$ cat config.mk
export PLATFORM = sky130hd
export DESIGN_NAME = pc_pipe_tracker_flat
export DESIGN_NICKNAME = d
export VERILOG_FILES = /design/src/rtl/pc_pipe_pkg.sv /design/src/rtl/pc_pipe_if.sv /design/src/rtl/pc_pipe_stage.sv /design/src/rtl/pc_pipe_tracker.sv /design/src/flat_wrapper.sv
export SDC_FILE = /design/constraint.sdc
export NUM_CORES = 1
export LEC_CHECK = 0
export CAP_MARGIN = 10
export CELL_PAD_IN_SITES_DETAIL_PLACEMENT = 0
export CELL_PAD_IN_SITES_GLOBAL_PLACEMENT = 1
export CORE_MARGIN = 2
export CORE_UTILIZATION = 30
export DETAILED_ROUTE_END_ITERATION = 7
export PLACE_DENSITY = 0.85
export REMOVE_ABC_BUFFERS = 1
export SETUP_SLACK_MARGIN = 0.5
export SLEW_MARGIN = 20
export SYNTH_ARGS = -nofsm -noshare
export SYNTH_HDL_FRONTEND = slang
export SYNTH_SLANG_ARGS = --single-unit
$ cat constraint.sdc
create_clock -name clk -period 1.14 [get_ports clk]
set_input_delay 0.114 -clock clk [delete_from_list [all_inputs] [get_ports clk]]
set_output_delay 0.114 -clock clk [all_outputs]
set_load 0.02 [all_outputs]
$ cat src/rtl/pc_pipe_pkg.sv
// Shared constants and types for the PC-tracking pipeline.
package pc_pipe_pkg;

  localparam int STG_IFID  = 0;
  localparam int STG_IDEX  = 1;
  localparam int STG_EXMEM = 2;

  localparam int PC_W     = 32;
  localparam int LINK_OFS = 8;

  // Per-stage control seen by one pc_pipe_stage, in priority order flush > stall > bubble.
  typedef struct packed {
    logic flush;
    logic stall;
    logic bubble;
  } stage_ctrl_t;

endpackage

$ cat src/rtl/pc_pipe_if.sv
// Bus bundle for pc_pipe_tracker: fetch-side inputs, stall/flush vectors and tap outputs.
interface pc_pipe_if #(
  parameter int WIDTH = pc_pipe_pkg::PC_W,
  parameter int DEPTH = 3
);
  localparam int OCC_W = $clog2(DEPTH + 1);

  logic [WIDTH-1:0]       in_pc;
  logic                   in_valid;
  logic [DEPTH-1:0]       stall;
  logic [DEPTH-1:0]       flush;
  logic [DEPTH*WIDTH-1:0] stage_pc;
  logic [DEPTH-1:0]       stage_valid;
  logic [WIDTH-1:0]       out_pc;
  logic                   out_valid;
  logic [WIDTH-1:0]       out_link;
  logic [OCC_W-1:0]       occupancy;

  modport master (
    output in_pc, in_valid, stall, flush,
    input  stage_pc, stage_valid, out_pc, out_valid, out_link, occupancy
  );

  modport slave (
    input  in_pc, in_valid, stall, flush,
    output stage_pc, stage_valid, out_pc, out_valid, out_link, occupancy
  );

endinterface

$ cat src/rtl/pc_pipe_stage.sv
// One tracked stage: a PC register plus valid bit with reset > flush > stall > bubble > advance.
module pc_pipe_stage
  import pc_pipe_pkg::*;
#(
  parameter int WIDTH = PC_W
) (
  input  logic             clk,
  input  logic             reset,
  input  stage_ctrl_t      ctrl,
  input  logic [WIDTH-1:0] src_pc,
  input  logic             src_valid,
  output logic [WIDTH-1:0] pc,
  output logic             valid
);

  // NOTE: sequential state uses non-blocking assignments so every stage samples
  // its neighbour's pre-edge value, which is what makes the chain shift correctly.
  always_ff @(posedge clk) begin
    if (reset) begin
      pc    <= '0;
      valid <= 1'b0;
    end else if (ctrl.flush) begin
      valid <= 1'b0;
    end else if (!ctrl.stall) begin
      // A bubble still copies the upstream PC; only the valid bit is suppressed.
      pc    <= src_pc;
      valid <= src_valid & ~ctrl.bubble;
    end
  end

endmodule

$ cat src/rtl/pc_pipe_tracker.sv
// PC/valid tracker beside the main pipeline with per-stage stall/flush and an output tap.
// Define PC_PIPE_LINK_EN to build the link adder (out_link = out_pc + LINK_OFFSET).
module pc_pipe_tracker
  import pc_pipe_pkg::*;
#(
  parameter int WIDTH       = PC_W,
  parameter int DEPTH       = 3,
  parameter int TAP         = DEPTH - 1,
  parameter int LINK_OFFSET = LINK_OFS
) (
  input logic      clk,
  input logic      reset,
  pc_pipe_if.slave bus
);

  localparam int OCC_W = $clog2(DEPTH + 1);

  logic [WIDTH-1:0] pc_q [DEPTH];
  logic [DEPTH-1:0] valid_q;
  logic [OCC_W-1:0] occ;

  for (genvar k = 0; k < DEPTH; k++) begin : g_stage
    stage_ctrl_t      ctrl;
    logic [WIDTH-1:0] src_pc;
    logic             src_valid;

    if (k == STG_IFID) begin : g_head
      assign src_pc    = bus.in_pc;
      assign src_valid = bus.in_valid;
      assign ctrl      = '{flush: bus.flush[k], stall: bus.stall[k], bubble: 1'b0};
    end else begin : g_tail
      // Upstream held while this stage is free: take a bubble instead of duplicating.
      assign src_pc    = pc_q[k-1];
      assign src_valid = valid_q[k-1];
      assign ctrl      = '{flush: bus.flush[k], stall: bus.stall[k], bubble: bus.stall[k-1]};
    end

    pc_pipe_stage #(.WIDTH(WIDTH)) u_stage (
      .clk       (clk),
      .reset     (reset),
      .ctrl      (ctrl),
      .src_pc    (src_pc),
      .src_valid (src_valid),
      .pc        (pc_q[k]),
      .valid     (valid_q[k])
    );

    assign bus.stage_pc[k*WIDTH +: WIDTH] = pc_q[k];
  end

  // NOTE: every variable written here gets a default first, so no latch is inferred.
  always_comb begin
    occ = '0;
    for (int k = 0; k < DEPTH; k++) begin
      occ = occ + OCC_W'(valid_q[k]);
    end
  end

  assign bus.stage_valid = valid_q;
  assign bus.occupancy   = occ;
  assign bus.out_pc      = pc_q[TAP];
  assign bus.out_valid   = valid_q[TAP];

`ifdef PC_PIPE_LINK_EN
  localparam logic [WIDTH-1:0] LINK_ADD = WIDTH'(LINK_OFFSET);
  assign bus.out_link = bus.out_pc + LINK_ADD;
`else
  assign bus.out_link = bus.out_pc;
`endif

endmodule

$ cat src/flat_wrapper.sv
// flat-port wrapper written by rule: the top's interface ports become plain ports
module pc_pipe_tracker_flat import pc_pipe_pkg::*;
#(
  parameter int WIDTH       = PC_W,
  parameter int DEPTH       = 3,
  parameter int TAP         = DEPTH - 1,
  parameter int LINK_OFFSET = LINK_OFS
)
  (clk, reset, bus_in_pc, bus_in_valid, bus_stall, bus_flush, bus_stage_pc, bus_stage_valid, bus_out_pc, bus_out_valid, bus_out_link, bus_occupancy);
  pc_pipe_if #(.WIDTH(WIDTH), .DEPTH(DEPTH)) bus_i ();
  input logic clk;
  input logic reset;
  input wire logic [$bits(bus_i.in_pc)-1:0] bus_in_pc;
  input wire logic [$bits(bus_i.in_valid)-1:0] bus_in_valid;
  input wire logic [$bits(bus_i.stall)-1:0] bus_stall;
  input wire logic [$bits(bus_i.flush)-1:0] bus_flush;
  output wire logic [$bits(bus_i.stage_pc)-1:0] bus_stage_pc;
  output wire logic [$bits(bus_i.stage_valid)-1:0] bus_stage_valid;
  output wire logic [$bits(bus_i.out_pc)-1:0] bus_out_pc;
  output wire logic [$bits(bus_i.out_valid)-1:0] bus_out_valid;
  output wire logic [$bits(bus_i.out_link)-1:0] bus_out_link;
  output wire logic [$bits(bus_i.occupancy)-1:0] bus_occupancy;
  assign bus_i.in_pc = bus_in_pc;
  assign bus_i.in_valid = bus_in_valid;
  assign bus_i.stall = bus_stall;
  assign bus_i.flush = bus_flush;
  assign bus_stage_pc = bus_i.stage_pc;
  assign bus_stage_valid = bus_i.stage_valid;
  assign bus_out_pc = bus_i.out_pc;
  assign bus_out_valid = bus_i.out_valid;
  assign bus_out_link = bus_i.out_link;
  assign bus_occupancy = bus_i.occupancy;
  pc_pipe_tracker #(.WIDTH(WIDTH), .DEPTH(DEPTH), .TAP(TAP), .LINK_OFFSET(LINK_OFFSET)) u_core (.clk(clk), .reset(reset), .bus(bus_i));
endmodule
Yosys cells after proc, flatten, opt, wreduce, memory -nomap -nowiden:

Cells that the tools add are included.

* $add $sub $neg: 2
* reduce and logical (&&, ||, !) cells: 6
* bitwise logic cells: 8

Operators by type and width (count)
* 1-bit inverter: 6
* 2-bit AND reduction: 3
* 2-bit OR reduction: 3
* 1-bit by 1-bit adder with 2-bit output: 1
* 2-bit by 1-bit adder with 2-bit output: 1
* 1-bit AND: 2

* flip-flop bits (word level): 99
* input bits: 41
* output and inout port bits: 166
* word-level logic and storage cells: 22

Longest topological paths before layout:

* depth after elaboration: 2
* gate-level depth with buffers: 4
* depth with buffers taken out: 2

By module:

A second synthesis with hierarchy kept.

* cells, all modules: 519
* area, all modules: 4712.0 um^2

By module, submodules not included
* pc_pipe_stage: cells an instance 150, sequential area each 660.6 um^2, area an instance 1395.1 um^2, instances 3
* pc_pipe_tracker: cells an instance 69, sequential area each 0.0 um^2, area an instance 526.8 um^2, instances 1

Least setup slack after synthesis:

No wires, ideal clock.

* kind: reg-to-output
* start: register u_core.g_stage[2].u_stage.valid
* end: output bus_occupancy[0]
* buffers on the path: 0
* stages on the path, launching flop included: 2
* path slack: -0.032 ns
* data arrival time: 1.058 ns
* data required time: 1.026 ns
* cell sequence: dfxtp_1 > fa_1

* longest elaborated chain between the ends: 1

Ends and longest elaborated chain
* from (decl): RTL line pc_pipe_stage.sv:13 `output logic valid`
* from (signal assigned): RTL line pc_pipe_stage.sv:27 `valid <= src_valid & ~ctrl.bubble;`
* 2-bit by 1-bit adder with 2-bit output: RTL line pc_pipe_tracker.sv:55 `occ = occ + OCC_W'(valid_q[k]);`
* to (decl): RTL line flat_wrapper.sv:22 `output wire logic [$bits(bus_i.occupancy)-1:0] bus_occupancy;`

Every way passes these cells.

Worst setup path after layout:

* start: register u_core.g_stage[0].u_stage.valid
* end: output bus_occupancy[0]

* longest elaborated chain between the ends: 2

Ends and longest elaborated chain (RTL line)
* from (decl): pc_pipe_stage.sv:13
* from (signal assigned): pc_pipe_stage.sv:27
* 1-bit by 1-bit adder with 2-bit output: pc_pipe_tracker.sv:55
* 2-bit by 1-bit adder with 2-bit output: pc_pipe_tracker.sv:55

Every way passes these cells.

==> flow_metrics.env <==
export IMPL_r2r_start="u_core.g_stage[0].u_stage.valid"
export IMPL_grt_usage_pct=16.6
export IMPL_synth_edf_count=0
export IMPL_min_path_type="input port to flip-flop"
export IMPL_clockBufferDepth=2
export IMPL_cts_tree="yes"
export IMPL_hold_buffers=0
export IMPL_syn_area_mm2=0.00466
export IMPL_syn2layout_area_growth_pct=64.5
export IMPL_wire_per_inst_um=17.6
export IMPL_grt_max_degree=66
export IMPL_antenna_found_initial=1
export IMPL_grt_pass1_wl_um=21100
export IMPL_outcome="finished with violations"
export IMPL_reg2reg_to="u_core.g_stage[1].u_stage.valid"
export IMPL_fin_setup_tns_ns=-0.785
export IMPL_critPathKind="flip-flop to output pin"
export IMPL_power_density_mw_per_mm2=997
export IMPL_cts_num_sinks=99
export IMPL_fin_nets=689
export IMPL_setup_viol=4
export IMPL_cap_viol_max_count=0
export IMPL_final_hold_violation_count=0
export IMPL_netlist_instances=516
export IMPL_htree_levels=3
export IMPL_fin_skew_ns=0.00381
export IMPL_cts_made_buffers=9
export IMPL_use_met2_pct=27.0
export IMPL_dr_pass1_iters=4
export IMPL_yosysMostFrequentCell="dfxtp_1"
export IMPL_place_gp_congestion=0.733
export IMPL_viasPerCell=5.08
export IMPL_synth_cell_type_count=15
export IMPL_synthSimpleGateAreaFrac_pct=18.7
export IMPL_regToRegSetupSlack_ns=-0.13
export IMPL_synth_compound_area_share_pct=21.1
export IMPL_p_switching_mw=1.96
export IMPL_vdd_drop_max_v=0.000653
export IMPL_coreArea_mm2=0.0152
export IMPL_rr_worst_depth=5
export IMPL_use_met1_pct=20.9
export IMPL_syn_avg_cell_area_um2=9.04
export IMPL_remaining_drc_errors=0
export IMPL_crit_family="adder cells"
export IMPL_start_kind="flip-flop"
export IMPL_slew_violations=0
export IMPL_end_kind="output pin"
export IMPL_p_total_mw=7.65
export IMPL_postRouteAntennaNets=0
export IMPL_relSlewSlack_pct=74.7
export IMPL_yosys_area_top_type="dfxtp_1"
export IMPL_worst_slew_pin_slew_ns=0.379
export IMPL_synth_common_cells="99 x dfxtp_1, 98 x or3b_1, 96 x a21oi_1, 96 x o21ai_0, 67 x buf_4"
export IMPL_yosysWarnings=0
export IMPL_synthMuxAreaShare_pct=0.215
export IMPL_synth_top_family_by_area="compound AO/OA/AOI/OAI gates"
export IMPL_top_usage_layer="met2"
export IMPL_ys_flop_type="dfxtp_1"
export IMPL_clkPwrFrac_pct=39.0
export IMPL_synth_fa_ha_area_share_pct=0.429
export IMPL_worst_slack_ns=-0.320
export IMPL_post_place_ws_ns=-0.418
export IMPL_start_util_pct=30.7
export IMPL_io_buffers=206
export IMPL_synthXorXnorAreaFrac_pct=0
export IMPL_grt_use_met3_pct=4.53
export IMPL_die_h_um=129
export IMPL_max_stage_delay_ns=0.55
export IMPL_clkTransAtPathRegs_ns=0.06
export IMPL_wl_um=14800
export IMPL_synth_top_cell_area_share_pct=42.5
export IMPL_internal_power_mw=5.69
export IMPL_fmax_ghz=0.685
export IMPL_whs_path_depth=2
export IMPL_ys_seq_elements=99
export IMPL_die_w_um=129
export IMPL_dp_hpwl_um=8740
export IMPL_crit_chain="fa_1, buf_6"
export IMPL_required_ns=1.03
export IMPL_rsz0062_at_grt="yes"
export IMPL_ios=207
export IMPL_pwr_share_seq_pct=46.4
export IMPL_vias=4264
export IMPL_path_max_fanout=2
export IMPL_rows=45
export IMPL_slowest_stage="fa_1"
export IMPL_hold_start="reset"
export IMPL_insertion_delay_ns=0.35
export IMPL_min_period_over_period_pct=128
export IMPL_async_reset_ff_share_pct=0
export IMPL_fp_dieArea_mm2=0.0166
export IMPL_min_period_ns=1.46
export IMPL_worst_path_buf_inv=1
export IMPL_critPathArrivalTime_ns=1.35
export IMPL_drt_iter0_markers=150
export IMPL_min_to="u_core.g_stage[1].u_stage.pc[18]"
export IMPL_failed_checks="negative setup slack"
export IMPL_grt_pass1_vias=3887
export IMPL_swShare_pct=25.6
export IMPL_pwr_share_comb_pct=14.5
export IMPL_leakage_nw=2.93
export IMPL_synth_seq_area_share_pct=42.5
export IMPL_root_buffer="clkbuf_16"
export IMPL_post_route_cells_drive_above_1_share_pct=62.1
export IMPL_overflow=0
export IMPL_synthTopCellsByArea="dfxtp_1 42%, or3b_1 18%, buf_4 11%"
==> state kept, by name (all words and copies together), names as in the netlist <==
name	flops
u_core.g_stage.u_stage.pc	96
u_core.g_stage.u_stage.valid	3
==> how the worst max path moves through the flow <==
stage                                          from               end  slack [ns]  depth (start not counted)
detailed placement  u_core.g_stage[2].u_stage.valid  bus_occupancy[0]       -0.42                          2
global route        u_core.g_stage[0].u_stage.valid  bus_occupancy[0]       -0.35                          2
finish              u_core.g_stage[0].u_stage.valid  bus_occupancy[0]       -0.32                          2
global placement    u_core.g_stage[2].u_stage.valid  bus_occupancy[0]       -0.41                          2
CTS                 u_core.g_stage[0].u_stage.valid  bus_occupancy[0]       -0.34                          2
floorplan           u_core.g_stage[2].u_stage.valid  bus_occupancy[0]       -0.12                          1
==> logic make-up (layout without fill, tap and decap cells) <==
logic type               count (synthesis)  in the layout
AO/OA/AOI/OAI                          194            194
buffers and inverters                  120            255
AND/OR/NAND/NOR                        101            101
flip-flops                              99             99
adder cells (fa/ha/maj)                  1              1
multiplexers                             1              1
other                                    0              1
==> layer usage <==
layer / vias to the layer above / share of wire (%)
li1: 2027 / -
met1: 2045 / 43
met2: 177 / 47
met3: 15 / 8.5
met4: 0 / 1.6
met5: - / 0
==> repair_timing <==
| action | in CTS | in global routing |
|---|---|---|
| pin swaps | 36 | 32 |
| cloned | 4 | 4 |
| buffers inserted | 2 | 1 |
| gates resized for setup | 1188 | 108 |
| setup endpoints to repair | 265 | 265 |
==> area by class of cell <==
cell class / instances / area (µm²)
Clock buffer: 9 / 225
Tap cell: 188 / 235
Multi-Input combinational cell: 297 / 2170
Sequential cell: 99 / 2190
Antenna cell: 1 / 2.50
Fill cell: 1394 / 7530
Clock inverter: 6 / 57.6
Timing Repair Buffer: 240 / 2800
==> per-stage QoR <==
stage          std cells  area [µm²]  utilization, %  hold slack (ns)
2_1_floorplan        396        3870               -            0.179
4_1_cts              834        7280            47.9            0.149
5_1_grt              840        7670            50.5            0.183
6_report             840        7670            50.5            0.175
3_3_place_gp         813        6410            42.1            0.471
3_5_place_dp         813        6410            42.1            0.477
==> worst reg2reg max path: stages, from the launching register on <==
cell and delay, ns:
dfxtp_2 0.34, buf_4 0.11, buf_6 0.08, buf_6 0.10, or3b_1 0.36, a211oi_2 0.20
==> power by group through the flow <==
| stage | sequential, mW | clock (mW) | combinational [mW] |
|---|---|---|---|
| global route | 3.56 | 3.22 | 1.18 |
| finish | 3.55 | 2.99 | 1.11 |
| CTS | 3.55 | 3.09 | 0.985 |
| floorplan | 3.76 | 0 | 0.131 |
| global placement | 3.66 | 0 | 0.885 |
| detailed placement | 3.66 | 0 | 0.897 |
==> cells in the final DEF (no fill, tap or decap), types with 2 or more instances in the layout <==
cell / Yosys / layout
buf_6: 11 / 174
or3b_1: 98 / 71
o21ai_0: 96 / 66
dfxtp_2: 0 / 66
a21oi_1: 96 / 63
a21oi_2: 0 / 33
dfxtp_4: 0 / 33
dlygate4sd2_1: 0 / 32
or3b_4: 0 / 27
o21ai_2: 0 / 19
clkbuf_16: 0 / 13
buf_12: 0 / 12
o21ai_1: 0 / 11
buf_4: 67 / 9
clkinv_2: 0 / 4
buf_2: 7 / 4
nand2_1: 2 / 2
a211oi_2: 2 / 2
bufbuf_16: 0 / 2
buf_16: 0 / 2
(Power assumes the default switching activity.)
